File: src/rtl/edge_irq_arbiter.sv
// Edge-triggered interrupt controller: per-channel synchronizer and edge detect,
// sticky pending/overflow latches, and a round-robin valid/ack presenter.
module edge_irq_arbiter #(
    parameter int N   = 4,
    parameter int IDW = 2
) (
    input  logic             clk,
    input  logic             rst,
    input  logic [N-1:0]     rx_int,
    input  logic [2*N-1:0]   mode,
    input  logic             irq_ack,
    input  logic [N-1:0]     ovf_clr,
    output logic             irq_valid,
    output logic [IDW-1:0]   irq_id,
    output logic [N-1:0]     pending,
    output logic [N-1:0]     ovf
);

    typedef enum logic [1:0] {IDLE, GRANT, GAP} state_t;

    logic [N-1:0]   s1_q, s2_q, s3_q;
    logic [1:0]     warm_q, warm_d;
    logic [N-1:0]   pending_q, pending_d;
    logic [N-1:0]   ovf_q, ovf_d;
    state_t         state_q, state_d;
    logic           valid_q, valid_d;
    logic [IDW-1:0] id_q, id_d;
    logic [IDW-1:0] last_q, last_d;

    logic [N-1:0]   enabled, edge_det, ready;
    logic           ack_fire;
    logic           found;
    logic [IDW-1:0] sel;
    logic [IDW-1:0] cand;
    logic           granted_i;

    assign ack_fire = valid_q & irq_ack;
    assign ready    = pending_q & enabled;

    // Edges are suppressed until the warm-up counter saturates, so a line
    // already high at reset release does not look like a rising edge.
    always_comb begin
        enabled  = '0;
        edge_det = '0;
        for (int i = 0; i < N; i++) begin
            enabled[i]  = |mode[2*i +: 2];
            edge_det[i] = (warm_q == 2'd3) &&
                          ((mode[2*i]   && s2_q[i] && !s3_q[i]) ||
                           (mode[2*i+1] && !s2_q[i] && s3_q[i]));
        end
    end

    always_comb begin
        pending_d = pending_q;
        ovf_d     = ovf_q & ~ovf_clr;
        granted_i = 1'b0;
        for (int i = 0; i < N; i++) begin
            granted_i = valid_q && (id_q == IDW'(i));
            if (ack_fire && granted_i)
                pending_d[i] = edge_det[i];
            else if (!enabled[i] && !granted_i)
                pending_d[i] = 1'b0;
            else
                pending_d[i] = pending_q[i] | edge_det[i];
            if (edge_det[i] && pending_q[i] && !(ack_fire && granted_i))
                ovf_d[i] = 1'b1;
        end
    end

    // Round-robin search starting one past the last granted channel.
    always_comb begin
        found = 1'b0;
        sel   = '0;
        cand  = '0;
        for (int k = 0; k < N; k++) begin
            cand = IDW'((int'(last_q) + 1 + k) % N);
            if (!found && ready[cand]) begin
                found = 1'b1;
                sel   = cand;
            end
        end
    end

    always_comb begin
        warm_d  = (warm_q == 2'd3) ? 2'd3 : warm_q + 2'd1;
        state_d = state_q;
        valid_d = valid_q;
        id_d    = id_q;
        last_d  = last_q;
        case (state_q)
            IDLE: begin
                if (found) begin
                    state_d = GRANT;
                    valid_d = 1'b1;
                    id_d    = sel;
                    last_d  = sel;
                end
            end
            GRANT: begin
                if (irq_ack) begin
                    state_d = GAP;
                    valid_d = 1'b0;
                    id_d    = '0;
                end
            end
            GAP: begin
                state_d = IDLE;
            end
            default: begin
                state_d = IDLE;
                valid_d = 1'b0;
                id_d    = '0;
            end
        endcase
    end

    always_ff @(posedge clk or posedge rst) begin
        if (rst) begin
            s1_q      <= '0;
            s2_q      <= '0;
            s3_q      <= '0;
            warm_q    <= 2'd0;
            pending_q <= '0;
            ovf_q     <= '0;
            state_q   <= IDLE;
            valid_q   <= 1'b0;
            id_q      <= '0;
            last_q    <= IDW'(N - 1);
        end else begin
            s1_q      <= rx_int;
            s2_q      <= s1_q;
            s3_q      <= s2_q;
            warm_q    <= warm_d;
            pending_q <= pending_d;
            ovf_q     <= ovf_d;
            state_q   <= state_d;
            valid_q   <= valid_d;
            id_q      <= id_d;
            last_q    <= last_d;
        end
    end

    assign irq_valid = valid_q;
    assign irq_id    = id_q;
    assign pending   = pending_q;
    assign ovf       = ovf_q;

endmodule

File: config.mk
export PLATFORM = sky130hd
export DESIGN_NAME = edge_irq_arbiter
export DESIGN_NICKNAME = d
export VERILOG_FILES = /design/src/rtl/edge_irq_arbiter.sv
export SDC_FILE = /design/constraint.sdc
export NUM_CORES = 1
export LEC_CHECK = 0
export CAP_MARGIN = 10
export CORE_MARGIN = 8
export CORE_UTILIZATION = 50
export CTS_BUF_LIST = sky130_fd_sc_hd__clkbuf_2
export DETAILED_ROUTE_END_ITERATION = 6
export PLACE_DENSITY_LB_ADDON = 0.15
export SLEW_MARGIN = 20
export SYNTH_ARGS = -nofsm -noshare
export SYNTH_HDL_FRONTEND = slang
export SYNTH_SLANG_ARGS = --single-unit
File: constraint.sdc
create_clock -name clk -period 1.77 [get_ports clk]
set_input_delay 0.177 -clock clk [delete_from_list [all_inputs] [get_ports clk]]
set_output_delay 0.177 -clock clk [all_outputs]
set_load 0.02 [all_outputs]
==> results.yml, run 1 <==
clock_network:
  postCtsSetupBuffers: 0
  cts_max_level: 2
  postCtsHoldBufs: 0
  cts_max_path_buffers: 2
  cts_sinks: 29
  clkTransAtPathRegs_ps: 140
  cts_buffers: 5
  clk-insertion-delay-late_ps: 350
  tritoncts: "built"
  clockRootBuffer: "clkbuf_2"
  cts_resized: 0
critical_path:
  crit_arrival_ps: 1510
  critPathBufInv: 1
  max_stage_delay_ps: 660
  cp.required_ps: 1590
  path_max_fanout: 7
  path_delay_family: "buffers and inverters"
  cp_slowest_cell: "clkdlybuf4s50_1"
  criticalPathCategory: "flop to primary output"
  cp-end-kind: "primary output"
  path_cells: "clkdlybuf4s50_1"
  start_kind: "flop"
  rrSetupSlack_ps: 290
grt:
  grt_pass1_vias: 1155
  grt_pass1_wl_um: 5200
  grt_overflow: 0
  grt.total_usage_pct: 15.4
  antenna_found_initial: 0
  grt_start_max_net_pins: 30
floorplanning:
  io-pin-count: 30
  rows: 18
  coreArea_um2: 2430
  die_w_um: 66
  start_util_pct: 51.4
  die_y_um: 66
  dieArea_um2: 4360
drt:
  wl_per_cell_um: 16.3
  top_layer_used: "met4"
  drc: 0
  ant_nets: 0
  wl_met3_um: 284
  vias: 1067
  drt_wl_total_um: 3080
  wl_met2_um: 1470
  m1WireLength_um: 1280
  drt_iter0_drc: 27
  viasPerCell: 5.65
  first_pass_iters: 4
sta:
  fin_ws_ps: 86.5
  holdWs_ps: 167
  slew_violations: 0
  rsz0062_at_grt: "no"
  fmax_mhz: 594
  final-setup-viol-count: 0
  finalCritPeriodShare_pct: 95.1
  hold_violations: 0
  worst_slew_pin_slew_ps: 426
  period_needed_ps: 1680
  slew_headroom_pct: 71.5
  fin_skew_ps: 8.89
layout:
  fillerInstances: 196
  final_common_cell: "clkdlybuf4s50_1"
  postLayoutCellArea_um2: 1700
  regArea_um2: 728
  layout_common_cells: "clkdlybuf4s50_1 (29), dfrtp_1 (27), o21ai_0 (11), nand2_1 (11), nand3_1 (9)"
  antenna_cells: 0
  multiInputGateArea_um2: 492
  syn_to_final_growth_pct: 36.1
  final_layout_size_suffix_gt1_share_pct: 13.2
  nets: 177
  post-route-util_pct: 70.0
placement:
  place_area_um2: 1640
  dp.final_hpwl_um: 2340
  portBuffers: 29
  place_ws_ps: -29.0
  place_congestion: 0.866
yosys:
  yosysTopAreaCellShare_pct: 54.1
  synthFlopType: "dfrtp_1"
  yosysWarnings: 0
  yosysSeqAreaShare_pct: 58.3
  synth-edff-count: 0
  syn_area_um2: 1250
  async_flop_share_pct: 100
  syn_avg_cell_area_um2: 11.0
  ys_types: 29
  yosysTopAreaCell: "dfrtp_1"
  netlist_top_cells_area: "dfrtp_1 (54%), o21ai_0 (4.4%), dfstp_2 (4.2%)"
  synth_cells: 114
  ys_seq_elements: 29
  synth_nets: 133
pwr:
  power.leakage_nw: 0.713
  ir_drop_uv: 1210
  p_per_area_nw_per_um2: 1390
job:
  drv_cap: 0
status:
  status: "complete, no violations"
hold_path:
  hold_class: "primary input to asynchronous set/reset pin"
[Yosys cell counts (3+ instances only)]
library cell,number
dfrtp_1,27
nand2_1,11
o21ai_0,11
nand3_1,9
inv_1,8
o22ai_1,5
a21oi_1,4
a22oi_1,3
a311oi_1,3
nand3b_1,3
nor2_1,3
o211ai_1,3
o21a_1,3
[state kept, by name (all words and copies together) (netlist names)]
name       flops
irq_id         2
irq_valid      1
last_q         2
ovf            4
pending        4
s1_q           4
s2_q           4
s3_q           4
state_q        2
warm_q         2
[metrics by stage]
stage | instances | TNS [ps] | power (mW)
2_1_floorplan | 114 | 0 | 1.52
5_1_grt | 189 | 0 | 2.53
4_1_cts | 189 | 0 | 2.39
3_3_place_gp | 181 | 0 | 1.89
3_5_place_dp | 181 | -29.0 | 1.92
6_report | 189 | 0 | 2.37
[area by class of cell]
type / instances / share of cell area [%]
inverter: 8 / 1.76
sequential: 29 / 42.8
clock inverter: 2 / 1.99
clock buffer: 6 / 1.76
tap: 30 / 2.21
multi-input combinational: 77 / 28.9
timing repair buffer: 37 / 20.6
[metal layers]
layer  track usage [%]  vias to the layer above
li1                  -                      514
met1              17.5                      506
met2              24.1                       41
met3              7.29                        6
met4              6.67                        0
met5                 0                        -
[power breakdown]
group | internal (mW) | total, mW | switching, mW
Sequential | 0.819 | 0.983 | 0.164
Clock | 0.241 | 0.458 | 0.216
Combinational | 0.447 | 0.932 | 0.485
[cell families after synthesis]
family	count (synthesis)	synth area share, %
AOI/OAI and AO/OA	42	25.2
buffers and inverters	8	2.40
DFF	29	58.3
and+or+nand+nor	35	14.1
[path summary, 6_finish.rpt]
kind / start / endpoint / cells after the start
worst max register to register: pending[1]$_DFF_PP0_ / irq_id[1]$_DFFE_PP0P_ / 4
worst min-delay path: rst / s1_q[3]$_DFF_PP0_ / 3
worst min register to register: s1_q[2]$_DFF_PP0_ / s2_q[2]$_DFF_PP0_ / 0
min in group clk: rx_int[2] / s1_q[2]$_DFF_PP0_ / 1
worst max-delay path: irq_id[1]$_DFFE_PP0P_ / irq_id[1] / 1
max in group asynchronous: rst / last_q[1]$_DFFE_PP1P_ / 3
No activity file was read; power rests on OpenSTA's default activity.
==> run 2: changes to the inputs <==
--- a/config.mk
+++ b/config.mk
@@ -5,9 +5,9 @@
 export SDC_FILE = /design/constraint.sdc
 export NUM_CORES = 1
 export LEC_CHECK = 0
-export CAP_MARGIN = 10
+export CAP_MARGIN = 20
 export CORE_MARGIN = 8
-export CORE_UTILIZATION = 50
+export CORE_UTILIZATION = 25
 export CTS_BUF_LIST = sky130_fd_sc_hd__clkbuf_2
 export DETAILED_ROUTE_END_ITERATION = 6
 export PLACE_DENSITY_LB_ADDON = 0.15
==> run 2 against run 1 <==
Sequential power increased by 4%. Largest power group unchanged. Register-to-register slack improved by 30 ps. Clock-buffer cell count decreased by 1. Utilization decreased by 33 points.
==> results.yml, run 2 (synthesized netlist as in run 1, its figures left out) <==
status:
  status: "complete, no violations"
clock_network:
  clkTransAtPathRegs_ps: 160
  cts_sinks: 29
  cts_buffers: 5
  cts_max_level: 2
  tritoncts: "built"
  clk-insertion-delay-late_ps: 360
  clockRootBuffer: "clkbuf_2"
  cts_max_path_buffers: 2
  postCtsHoldBufs: 0
drt:
  wl_per_cell_um: 14.4
  drc: 0
  first_pass_iters: 4
  viasPerCell: 4.64
  wl_met2_um: 1400
  m1WireLength_um: 1560
  wl_met3_um: 277
  drt_wl_total_um: 3300
  top_layer_used: "met4"
  ant_nets: 0
  drt_iter0_drc: 47
  vias: 1063
critical_path:
  critPathBufInv: 1
  path_max_fanout: 7
  path_cells: "clkdlybuf4s50_1"
  crit_arrival_ps: 1480
  cp-end-kind: "primary output"
  cp.required_ps: 1590
  max_stage_delay_ps: 640
  start_kind: "flop"
  path_delay_family: "buffers and inverters"
  cp_slowest_cell: "clkdlybuf4s50_1"
  criticalPathCategory: "flop to primary output"
sta:
  fmax_mhz: 605
  worst_slew_pin_slew_ps: 419
  rsz0062_at_grt: "no"
  finalCritPeriodShare_pct: 93.4
  slew_violations: 0
  fin_skew_ps: 15.5
  final-setup-viol-count: 0
  period_needed_ps: 1650
  hold_violations: 0
  slew_headroom_pct: 71.9
floorplanning:
  die_y_um: 86.7
  rows: 25
  io-pin-count: 30
  dieArea_um2: 7520
  die_w_um: 86.7
  coreArea_um2: 4790
  start_util_pct: 26.1
grt:
  grt_pass1_vias: 1117
  grt.total_usage_pct: 9.93
  grt_overflow: 0
  grt_pass1_wl_um: 5710
  grt_start_max_net_pins: 30
  antenna_found_initial: 0
layout:
  final_layout_size_suffix_gt1_share_pct: 16.7
  layout_common_cells: "clkdlybuf4s50_1 (28), dfrtp_1 (24), o21ai_0 (11), nand2_1 (11), buf_4 (11)"
  layoutNonFillerInstCount: 229
  antenna_cells: 0
  final_common_cell: "clkdlybuf4s50_1"
  syn_to_final_growth_pct: 42.3
  post-route-util_pct: 37.2
  nets: 180
pwr:
  p_per_area_nw_per_um2: 1360
  power.leakage_nw: 0.728
  p_comb_share_pct: 38.2
  switching_share_pct: 37.1
  p_seq_share_pct: 42.2
  ir_drop_uv: 324
  clockPowerShare_pct: 19.6
  switchingPower_mw: 0.898
  p_int_mw: 1.52
  power.total_mw: 2.42
placement:
  place_congestion: 0.901
  portBuffers: 29
  placed_cells: 221
  dp.final_hpwl_um: 2460
hold_path:
  hold_class: "primary input to asynchronous set/reset pin"
job:
  drv_cap: 0
## run 2: changes by cell type in the layout (fill, tap and decap cells not counted), sizes merged
cell           previous run  this run
buf                       8        11
clkbuf                    6         5
clkdlybuf4s50            29        28
clkinvlp                  0         1
dlymetal6s2s              0         1
## run 2: power groups by stage
| stage | clock (mW) | sequential, mW | combinational, mW |
|---|---|---|---|
| 3_3_place_gp | 0 | 1.02 | 0.927 |
| 4_1_cts | 0.500 | 1.02 | 0.939 |
| 5_1_grt | 0.534 | 1.05 | 1.03 |
| 3_5_place_dp | 0 | 1.03 | 0.934 |
| 6_report | 0.473 | 1.02 | 0.925 |
| 2_1_floorplan | 0 | 1.06 | 0.460 |
## run 2: metrics by stage
| stage | hold slack, ps | TNS, ps | instance area [µm²] | setup slack [ps] |
|---|---|---|---|---|
| floorplan | 208 | 0 | 1250 | 325 |
| global placement | 335 | 0 | 1710 | 26.1 |
| detailed placement | 336 | -21.1 | 1710 | -13.5 |
| CTS | 149 | 0 | 1780 | 37.5 |
| global route | 158 | 0 | 1780 | 17.1 |
| finish | 151 | 0 | 1780 | 117 |
## run 2: per-layer routing
layer	global-route usage (%)	vias up
met5	0	-
met2	14.0	30
met4	3.91	0
li1	-	520
met1	12.4	506
met3	5.20	7
## run 2: worst paths after layout
| kind | startpoint | end | slack, ps | cells past startpoint |
|---|---|---|---|---|
| min | rst | ovf[1]$_DFF_PP0_ | 150 | 3 |
| max | irq_id[1]$_DFFE_PP0P_ | irq_id[1] | 120 | 1 |
| min in group clk | rx_int[0] | s1_q[0]$_DFF_PP0_ | 220 | 1 |
| max in group asynchronous | rst | last_q[1]$_DFFE_PP1P_ | 1280 | 3 |
| max reg2reg | pending[0]$_DFF_PP0_ | last_q[1]$_DFFE_PP1P_ | 320 | 4 |
| min reg2reg | s1_q[3]$_DFF_PP0_ | s2_q[3]$_DFF_PP0_ | 370 | 0 |
## run 2: timing repair
action	4_1_cts	5_1_grt
endpoints found under the setup margin	2	2
setup buffers	0	0
resized for setup	2	2
pin swaps	0	0
## run 2: final cells by class
class	count	area, µm²
Inverter	8	30.0
Sequential cell	29	732
Clock buffer	5	25.0
Multi-Input combinational cell	77	492
Fill cell	481	3010
Tap cell	67	83.8
Clock inverter	3	41.3
Timing Repair Buffer	40	375
## run 2: worst min-delay path, stage by stage
cell and delay, ps:
clkdlybuf4s50_1 390, inv_1 50, buf_4 330
==> run 3: changes to the inputs <==
--- a/config.mk
+++ b/config.mk
@@ -10,6 +10,7 @@
 export CORE_UTILIZATION = 25
 export CTS_BUF_LIST = sky130_fd_sc_hd__clkbuf_2
 export DETAILED_ROUTE_END_ITERATION = 6
+export MAX_ROUTING_LAYER = met4
 export PLACE_DENSITY_LB_ADDON = 0.15
 export SLEW_MARGIN = 20
 export SYNTH_ARGS = -nofsm -noshare
==> run 3 against run 2 <==
Sequential power hardly changed. Clock-buffer cell count stayed put. Final cell count did not move. Global-route usage grew 0.29 points. Worst setup slack better by 0.74 ps. Flip-flop and latch count unchanged. Utilization did not move. Register-to-register slack is essentially flat. Via count did not move. Maximum frequency about the same. First-iteration DRC count is 2.1% lower. Combinational power barely moved. Critical endpoint unchanged. Largest power group unchanged. Highest routed layer unchanged.
==> results.yml, run 3 (synthesized netlist as in run 1, its figures left out) <==
drt:
  wl_met3_um: 238
  vias: 1063
  viasPerCell: 4.64
  drt_iter0_drc: 46
  m1WireLength_um: 1600
  wl_met2_um: 1400
  wl_per_cell_um: 14.4
  first_pass_iters: 4
  drc: 0
  top_layer_used: "met4"
  drt_wl_total_um: 3300
  ant_nets: 0
critical_path:
  cp.depth: 1
  critPathBufInv: 1
  worstReg2RegEnd: "last_q[1]$_DFFE_PP1P_"
  r2r-start: "pending[0]$_DFF_PP0_"
  criticalPathCategory: "flop to primary output"
  path_max_fanout: 7
  crit_arrival_ps: 1480
  max_stage_delay_ps: 640
  cp-end-kind: "primary output"
  path_delay_family: "buffers and inverters"
  cp_slowest_cell: "clkdlybuf4s50_1"
  reg2reg_depth: 4
  start_kind: "flop"
  rrSetupSlack_ps: 320
  cp.required_ps: 1590
  path_cells: "clkdlybuf4s50_1"
grt:
  grt_pass1_vias: 1116
  grt.total_usage_pct: 10.2
  grt_start_max_net_pins: 30
  grt_pass1_wl_um: 5730
  antenna_found_initial: 0
  grt_overflow: 0
layout:
  antenna_cells: 0
  syn_to_final_growth_pct: 42.3
  final_layout_size_suffix_gt1_share_pct: 16.7
  final_common_cell: "clkdlybuf4s50_1"
  layoutNonFillerInstCount: 229
  nets: 180
  layout_common_cells: "clkdlybuf4s50_1 (28), dfrtp_1 (24), o21ai_0 (11), nand2_1 (11), buf_4 (11)"
job:
  drv_cap: 0
placement:
  place_ws_ps: -13.5
  portBuffers: 29
  dp.final_hpwl_um: 2460
  place_congestion: 0.916
  placed_cells: 221
sta:
  fmax_mhz: 605
  worst_slew_pin_slew_ps: 419
  final-setup-viol-count: 0
  slew_violations: 0
  slew_headroom_pct: 71.9
  rsz0062_at_grt: "no"
  fin_skew_ps: 14.9
  fin_ws_ps: 118
  period_needed_ps: 1650
  finalCritPeriodShare_pct: 93.4
  hold_violations: 0
floorplanning:
  rows: 25
  coreArea_um2: 4790
  die_w_um: 86.7
  die_y_um: 86.7
  io-pin-count: 30
  start_util_pct: 26.1
  dieArea_um2: 7520
pwr:
  p_per_area_nw_per_um2: 1360
  power.total_mw: 2.42
  ir_drop_uv: 323
  power.leakage_nw: 0.728
clock_network:
  cts_buffers: 5
  tritoncts: "built"
  cts_max_level: 2
  clockRootBuffer: "clkbuf_2"
  clkTransAtPathRegs_ps: 160
  clk-insertion-delay-late_ps: 360
  cts_max_path_buffers: 2
  cts_sinks: 29
status:
  status: "complete, no violations"
hold_path:
  hold_class: "primary input to asynchronous set/reset pin"
[run 3: cell counts in the layout (fill, tap and decap cells not counted)]
Identical to the previous run, type by type.
[run 3: per-stage QoR]
stage          utilization, %  hold slack (ps)  cell area, µm²  TNS (ps)
6_report                 37.2              154            1780         0
5_1_grt                  37.2              158            1780         0
4_1_cts                  37.1              149            1780         0
3_5_place_dp             35.7              336            1710     -21.1
3_3_place_gp             35.7              335            1710         0
2_1_floorplan               -              208            1250         0
[run 3: power breakdown]
group	switching [mW]	internal (mW)
registers	0.195	0.825
clock network	0.239	0.234
logic	0.465	0.460
[run 3: worst max-delay path by stage]
| stage | startpoint | end | slack (ps) |
|---|---|---|---|
| after floorplan | pending[2]$_DFF_PP0_ | irq_id[1]$_DFFE_PP0P_ | 320 |
| after global placement | mode[5] | irq_id[1]$_DFFE_PP0P_ | 30 |
| after detailed placement | mode[5] | irq_id[1]$_DFFE_PP0P_ | -10 |
| after CTS | irq_id[0]$_DFFE_PP0P_ | irq_id[0] | 40 |
| after global routing | pending[1]$_DFF_PP0_ | pending[1] | 10 |
| final | irq_id[1]$_DFFE_PP0P_ | irq_id[1] | 120 |
[run 3: repair_timing]
action,CTS,global route
setup buffers,0,0
endpoints found under the setup margin,2,2
pin swaps,0,0
hold buffers,0,0
gates resized for setup,2,2
[run 3: cell type report]
class / instances / area (µm²)
Clock buffer: 5 / 25.0
Timing Repair Buffer: 40 / 375
Sequential cell: 29 / 732
Clock inverter: 3 / 41.3
Multi-Input combinational cell: 77 / 492
Tap cell: 67 / 83.8
Inverter: 8 / 30.0
Fill cell: 481 / 3010
[run 3: worst register-to-register path: cells and delay by family, from the launching register on]
kind	cells	cell delay, ps
compound gates	3	740
flops	1	460
simple gates	1	200
[run 3: layer usage]
metal,vias to the layer above,GRT usage (%)
met3,7,4.73
met1,506,12.8
li1,520,-
met5,-,-
met4,0,3.91
met2,30,13.9
